### src/rtl/parity_frame_tx_if.sv
// rtl/parity_frame_tx_if.sv - word handshake between the parity generator and the frame transmitter
// Ports (signals):
//   din[8:0]   {data[7:0], even-parity bit}
//   din_valid  producer has a word
//   din_ready  transmitter can take a word this cycle
// Modports: master = producer, slave = transmitter.
interface parity_frame_tx_if;
    logic [8:0] din;
    logic       din_valid;
    logic       din_ready;

    modport master (output din, output din_valid, input din_ready);
    modport slave  (input din, input din_valid, output din_ready);
endinterface

### src/rtl/parity_frame_tx.sv
// rtl/parity_frame_tx.sv - framed serial transmitter for 9-bit {data, parity} words
// Ports:
//   clk         system clock, rising edge
//   rst_n       asynchronous active-low reset
//   s           word handshake (slave side): din, din_valid, din_ready
//   tx          serial line, idle high: start, data LSB-first, parity, stop
//   busy        frame in progress
//   frame_done  one-cycle pulse on the first idle cycle after the stop bit
//   parity_err  one-cycle pulse after accepting a word whose parity bit is not even parity
module parity_frame_tx #(
    parameter int CLKS_PER_BIT = 16
) (
    input  logic                  clk,
    input  logic                  rst_n,
    parity_frame_tx_if.slave      s,
    output logic                  tx,
    output logic                  busy,
    output logic                  frame_done,
    output logic                  parity_err
);
    localparam int CW = (CLKS_PER_BIT > 1) ? $clog2(CLKS_PER_BIT) : 1;
    localparam logic [CW-1:0] LAST = CW'(CLKS_PER_BIT - 1);

    typedef enum logic [2:0] {IDLE, START, DATA, PARITY, STOP} state_t;

    state_t        state, state_nx;
    logic [CW-1:0] baud_cnt, baud_nx;
    logic [2:0]    bit_idx, idx_nx;
    logic [8:0]    shreg, sh_nx;
    logic          tx_nx, done_nx, perr_nx;
    logic          bit_end, xfer;

    assign s.din_ready = (state == IDLE);
    assign xfer        = s.din_valid && s.din_ready;
    assign bit_end     = (baud_cnt == LAST);
    assign busy        = (state != IDLE);

    always_ff @(posedge clk or negedge rst_n) begin
        if (!rst_n) begin
            state      <= IDLE;
            baud_cnt   <= '0;
            bit_idx    <= '0;
            shreg      <= '0;
            tx         <= 1'b1;
            frame_done <= 1'b0;
            parity_err <= 1'b0;
        end else begin
            state      <= state_nx;
            baud_cnt   <= baud_nx;
            bit_idx    <= idx_nx;
            shreg      <= sh_nx;
            tx         <= tx_nx;
            frame_done <= done_nx;
            parity_err <= perr_nx;
        end
    end

    // tx is computed one cycle ahead and registered, so the line only
    // changes on the same edge that starts the next bit.
    always_comb begin
        state_nx = state;
        baud_nx  = '0;
        idx_nx   = bit_idx;
        sh_nx    = shreg;
        tx_nx    = tx;
        done_nx  = 1'b0;
        perr_nx  = 1'b0;

        if (state != IDLE) begin
            baud_nx = bit_end ? '0 : baud_cnt + CW'(1);
        end

        case (state)
            IDLE: begin
                tx_nx = 1'b1;
                if (xfer) begin
                    state_nx = START;
                    sh_nx    = s.din;
                    tx_nx    = 1'b0;
                    perr_nx  = s.din[0] ^ (^s.din[8:1]);
                end
            end
            START: begin
                if (bit_end) begin
                    state_nx = DATA;
                    idx_nx   = 3'd0;
                    tx_nx    = shreg[1];
                end
            end
            DATA: begin
                // Data bits sit in shreg[8:1]; shifting right keeps the next
                // bit at shreg[2] while the parity bit stays in shreg[0].
                if (bit_end) begin
                    if (bit_idx == 3'd7) begin
                        state_nx = PARITY;
                        tx_nx    = shreg[0];
                    end else begin
                        idx_nx = bit_idx + 3'd1;
                        sh_nx  = {1'b0, shreg[8:2], shreg[0]};
                        tx_nx  = shreg[2];
                    end
                end
            end
            PARITY: begin
                if (bit_end) begin
                    state_nx = STOP;
                    tx_nx    = 1'b1;
                end
            end
            STOP: begin
                if (bit_end) begin
                    state_nx = IDLE;
                    done_nx  = 1'b1;
                end
            end
            default: begin
                state_nx = IDLE;
                tx_nx    = 1'b1;
            end
        endcase
    end
endmodule
### src/flat_wrapper.sv
// flat-port wrapper written by rule: the top's interface ports become plain ports
module parity_frame_tx_flat 
#(
    parameter int CLKS_PER_BIT = 16
)
  (clk, rst_n, tx, busy, frame_done, parity_err, s_din, s_din_valid, s_din_ready);
  parity_frame_tx_if s_i ();
  input  logic clk;
  input  logic rst_n;
  output logic tx;
  output logic busy;
  output logic frame_done;
  output logic parity_err;
  input wire logic [$bits(s_i.din)-1:0] s_din;
  input wire logic [$bits(s_i.din_valid)-1:0] s_din_valid;
  output wire logic [$bits(s_i.din_ready)-1:0] s_din_ready;
  assign s_i.din = s_din;
  assign s_i.din_valid = s_din_valid;
  assign s_din_ready = s_i.din_ready;
  parity_frame_tx #(.CLKS_PER_BIT(CLKS_PER_BIT)) u_core (.clk(clk), .rst_n(rst_n), .s(s_i), .tx(tx), .busy(busy), .frame_done(frame_done), .parity_err(parity_err));
endmodule
### config.mk
export PLATFORM = sky130hd
export DESIGN_NAME = parity_frame_tx_flat
export DESIGN_NICKNAME = d
export VERILOG_FILES = /design/src/rtl/parity_frame_tx_if.sv /design/src/rtl/parity_frame_tx.sv /design/src/flat_wrapper.sv
export SDC_FILE = /design/constraint.sdc
export NUM_CORES = 1
export LEC_CHECK = 0
export ABC_AREA = 1
export ABC_CLOCK_PERIOD_IN_PS = 2800
export CAP_MARGIN = 20
export CORE_UTILIZATION = 35
export DETAILED_ROUTE_END_ITERATION = 16
export DONT_BUFFER_PORTS = 1
export REMOVE_ABC_BUFFERS = 1
export SYNTH_ARGS = -nofsm -noshare
export SYNTH_HDL_FRONTEND = slang
export SYNTH_SLANG_ARGS = --single-unit
### constraint.sdc
create_clock -name clk -period 2.8 [get_ports clk]
set_input_delay 0.56 -clock clk [delete_from_list [all_inputs] [get_ports clk]]
set_output_delay 0.56 -clock clk [all_outputs]
set_load 0.03 [all_outputs]
# [Yosys cells after proc, flatten, opt, wreduce, memory -nomap -nowiden]
# Cells that the tools add are included.
[totals] regBits=22 latchBits=0 mem_bits_rw=0 mem_bits_ro=0 input_bits=12 word_cells=63 mem_count=0
[classes] add_sub_neg=2 n_mul=0 div_mod_pow=0 order_cmp=0 eq_ne=13 shift=0 muxes=26 n_bitwise=3 reduce_logical=11
[op_table] operator="2-to-1 mux 9 bit" n=3
[op_table] operator="2-to-1 mux 3 bit" n=8
[op_table] operator="case mux 9 bit (2 select lines)" n=1
[op_table] operator="case mux 3 bit (5 select lines)" n=1
[op_table] operator="AND reduction 4 bit" n=3
[op_table] operator="!= test 2 x 1 -> 1 bit (second input constant)" n=5
[op_table] operator="2-to-1 mux 1 bit" n=9
[op_table] operator="2-to-1 mux 4 bit" n=2
[op_table] operator="XOR reduction 8 bit" n=1
[op_table] operator="== test 3 x 2 -> 1 bit (second input constant)" n=2
[op_table] operator="== test 3 bit (second input constant)" n=2
[op_table] operator="case mux 3 bit (2 select lines)" n=1
[op_table] operator="AND reduction 6 bit" n=1
[op_table] operator="case mux 1 bit (5 select lines)" n=1
[op_table] operator="adder 4 x 1 -> 4 bit (second input constant)" n=1
[op_table] operator="== test 4 bit (second input constant)" n=1
[op_table] operator="!= test 2 bit (second input constant)" n=2
[op_table] operator="nonzero test 2 bit" n=2
[op_table] operator="adder 3 x 1 -> 3 bit (second input constant)" n=1
[op_table] operator="== test 3 x 1 -> 1 bit (second input constant)" n=1
[op_table] operator="logical NOT 3 bit" n=1
[op_table] operator="AND reduction 3 bit" n=1
[op_table] operator="nonzero test 3 bit" n=1
[op_table] operator="inverter 1 bit" n=2
[op_table] operator="2 further kinds" n=2

# [Longest topological paths before layout]
[logic_depth] word_depth=4 mapped_depth=10

# [Least setup slack after synthesis]
# Ideal clock, no wire load.
[synth_timing] kind="register to output" from="register u_core.state[0]" to="output s_din_ready" t_arrival_ns=0.935 required_ns=2.240 setup_slack_ns=1.305 stages_incl_launch_ff=4 cell_sequence="dfrtp_1 -> nor2_4 -> nand2_4 -> inv_2"
[synth_via] elab_chain_cells=1
[synth_rtl] item="start: declaration" line_no="parity_frame_tx.sv:26" source="state_t state, state_nx;"
[synth_rtl] item="start signal: assignment" line_no="parity_frame_tx.sv:48" source="state <= state_nx;"
[synth_rtl] item="logical NOT 3 bit" line_no="parity_frame_tx.sv:33" source="assign s.din_ready = (state == IDLE);"
[synth_rtl] item="end: declaration" line_no="flat_wrapper.sv:16" source="output wire logic [$bits(s_i.din_ready)-1:0] s_din_ready;"
# No other way between the ends.

# [Worst setup path after layout]
# Ends and elaborated chain as after synthesis.

==> insert_results.sql <==
INSERT INTO impl_metrics (metric_group, metric, value, unit) VALUES
('drt', 'route.detailed.drc', '0', ''),
('drt', 'drt_iter0_markers', '41', ''),
('timing', 'timing.setup.tns', '0', 'ns'),
('power', 'p_per_area', '1130', 'nW/um2'),
('yosys', 'yosys.cell_types.count', '23', ''),
('place', 'post-dp-hpwl', '1800', 'um'),
('layout', 'area.growth.synth_to_final', '9.35', '%'),
('setup_path', 'reg2regPathDepth', '9', ''),
('layout', 'layout-drive-gt1-share', '15.6', '%'),
('timing', 'timing.max_slew.rel_slack', '80.8', '%'),
('timing', 'fin_hold_ws', '0.128', 'ns'),
('floorplan', 'die_h', '63.8', 'um'),
('setup_path', 'cpMaxStageDelayCell', 'sky130_fd_sc_hd__dfrtp_1', ''),
('clock_network', 'number_of_buffers_created_by_cts', '3', ''),
('layout', 'nFillCells', '380', ''),
('drt', 'wl_met3', '126', 'um'),
('timing', 'final-max-slew-violation-count', '0', ''),
('worst_hold_path', 'hp-class', 'in -> async', ''),
('setup_path', 'end_kind', 'output pin', ''),
('power', 'total_power', '1.65', 'mW'),
('global_route', 'grt_max_degree', '22', ''),
('timing', 'timing.final.crit_share', '65.4', '%'),
('timing', 'finClkSkew', '0.00618', 'ns'),
('timing', 'period_minus_slack', '1.83', 'ns'),
('drt', 'detail_route.wirelength', '2390', 'um'),
('run_status', 'outcome', 'finished clean', ''),
('layout', 'final_net_count', '196', ''),
('setup_path', 'cp-start-kind', 'flip-flop', ''),
('drt', 'highest_layer', 'met4', ''),
('timing', 'setup-violations-final', '0', ''),
('power', 'power_leakage', '0.778', 'nW'),
('setup_path', 'slowest_delay', '0.45', 'ns'),
('drt', 'detail_route.wl_per_cell', '10.5', 'um'),
('place', 'globalplace.congestion', '0.783', ''),
('floorplan', 'die-area', '4070', 'um2'),
('clock_network', 'cts_root_buf', 'sky130_fd_sc_hd__clkbuf_8', ''),
('layout', 'antenna-diode-count', '0', ''),
('floorplan', 'floorplan.die.width', '63.8', 'um'),
('floorplan', 'rows', '22', ''),
('drt', 'route.met2.wl', '1120', 'um'),
('job', 'max_cap_violations', '0', ''),
('floorplan', 'initial_core_util', '36.5', '%'),
('clock_network', 'cts.clk_slew.worst_paths', '0.08', 'ns'),
('yosys', 'synthesis.yosys.warnings', '0', ''),
('clock_network', 'tritoncts', 'done', ''),
('yosys', 'number_of_register_bits_inferred_by_synthesis', '22', ''),
('global_route', 'first_global_vias', '1060', ''),
('power', 'vdd.ir_drop.worst', '0.456', 'mV'),
('yosys', 'post_synth_instance_area', '1340', 'um2'),
('yosys', 'synth_cells', '176', ''),
('setup_path', 'cells_traversed_along_the_worst_timing_path', 'nor2_4, nand2_4, inv_2', ''),
('drt', 'drt-pass1-iter-count', '5', ''),
('clock_network', 'cts_hold_buffers', '1', ''),
('clock_network', 'clock_tree.buffer_depth', '2', ''),
('drt', 'final_antenna_net_count', '0', ''),
('yosys', 'syn-mean-instance-area', '7.60', 'um2'),
('timing', 'timing_worst_slew_pin_value', '0.288', 'ns'),
('clock_network', 'clk-insertion-delay-late', '0.26', 'ns'),
('global_route', 'grt_antenna_before_repair', '0', ''),
('global_route', 'total_grt_overflow', '0', ''),
('place', 'port-buffer-count', '0', ''),
('clock_network', 'post_cts_setup_bufs', '0', ''),
('floorplan', 'core', '3660', 'um2'),
('clock_network', 'cts_sinks', '22', ''),
('drt', 'routed-via-count', '1031', ''),
('clock_network', 'cts_resized', '0', ''),
('setup_path', 'worstPathMaxFanout', '6', ''),
('timing', 'grt_setup_unrepaired', 'no', ''),
('setup_path', 'required', '2.24', 'ns'),
('yosys', 'synth_sequential_area_ratio', '41.3', '%'),
('drt', 'vias_per_cell', '4.52', ''),
('setup_path', 'crit_type', 'reg -> out', ''),
('timing', 'fmaxAchievable', '546', 'MHz'),
('clock_network', 'htree_levels', '1', ''),
('floorplan', 'num_io_pins', '17', ''),
('drt', 'met1_length', '1140', 'um'),
('global_route', 'grt_pass1_wl', '4410', 'um'),
('timing', 'hold_viol', '0', ''),
('setup_path', 'worst-endpoint-arrival', '1.27', 'ns'),
('global_route', 'grt_util_all_layers', '13.9', '%');
cell usage after synthesis, drive strengths merged:
cell	number	share of area [%]
nand2	69	23
nor2	20	7.5
o21ai	19	8.8
o22ai	1	0.94
dfrtp	21	39
nand4	1	0.47
xor2	2	1.3
nand3	6	2.2
xnor2	2	1.3
buf	2	1.9
a21oi	3	1.1
inv	26	7.7
ha	3	2.8
dfstp	1	2.0
flip-flops by register name, summed over array words and instances, names as in the netlist:
| register | count |
|---|---|
| u_core.bit_idx | 3 |
| u_core.parity_err | 1 |
| u_core.frame_done | 1 |
| u_core.state | 3 |
| u_core.shreg | 9 |
| u_core.baud_cnt | 4 |
| u_core.tx | 1 |
cell usage in the layout, fill, tap and decap left out, types with 4 or more instances in the layout:
cell,count
sky130_fd_sc_hd__clkbuf_8,4
sky130_fd_sc_hd__dfrtp_1,21
sky130_fd_sc_hd__inv_1,23
sky130_fd_sc_hd__nand2_1,61
sky130_fd_sc_hd__nand2_4,5
sky130_fd_sc_hd__nand3_1,6
sky130_fd_sc_hd__nor2_1,16
sky130_fd_sc_hd__o21ai_0,9
sky130_fd_sc_hd__o21ai_1,4
sky130_fd_sc_hd__o21ai_2,6
critical path: cells and delay by family (launching register included):
family	cells	cell delay, ns
flops	1	0.45
simple gates	2	0.35
buf+inv	1	0.20
layer usage:
metal / track usage (%) / vias to the layer above
met5: 0 / -
met4: 4.26 / 0
met3: 4.46 / 2
met2: 23.0 / 20
met1: 17.2 / 462
li1: - / 547
power breakdown:
group	switching, mW	internal, mW	total (mW)
combinational	0.599	0.284	0.883
clock	0.102	0.125	0.227
sequential	0.0939	0.446	0.540
total	0.795	0.855	1.65
final timing paths:
check | endpoint | slack, ns | from
setup / recovery | s_din_ready | 0.97 | u_core.state[0]$_DFFE_PN0P_
hold / removal | u_core.tx$_DFFE_PN1P_ | 0.13 | rst_n
setup reg to reg | u_core.shreg[3]$_DFFE_PN0P_ | 1.29 | u_core.state[0]$_DFFE_PN0P_
hold reg to reg | u_core.baud_cnt[0]$_DFF_PN0_ | 0.47 | u_core.baud_cnt[0]$_DFF_PN0_
max in group asynchronous | u_core.shreg[3]$_DFFE_PN0P_ | 1.85 | rst_n
min in group clk | u_core.shreg[0]$_DFFE_PN0P_ | 0.41 | s_din[0]
cell families (layout without fill, tap and decap cells):
family                     Yosys count  after routing  share of synthesized area [%]
adders and majority gates            3              3                           2.81
xor gates and xnor gates             4              4                           2.62
buffers and inverters               28             32                           9.54
and+or+nand+nor                     96             96                           32.9
AOI/OAI and AO/OA                   23             23                           10.9
DFF                                 22             22                           41.3
layout make-up:
| type | count | area (um2) | share of cell area, % |
|---|---|---|---|
| multi-input cells | 126 | 658 | 45.0 |
| flip-flops and latches | 22 | 552 | 37.7 |
| clock buffers | 4 | 55.1 | 3.76 |
| well taps | 48 | 60.1 | 4.11 |
| repair buffers | 2 | 35.0 | 2.40 |
| inverters | 26 | 103 | 7.01 |
through the flow:
step | worst slack, ns | instance area (um2) | util, % | instances
after global placement | 1.27 | 1370 | 37.5 | 222
after floorplan | 1.30 | 1310 | - | 174
after detailed placement | 1.26 | 1370 | 37.5 | 222
final | 0.969 | 1460 | 40.0 | 228
after global routing | 0.880 | 1460 | 40.0 | 228
after CTS | 0.950 | 1440 | 39.3 | 227
Note: power is estimated with default switching activity, not from simulation.
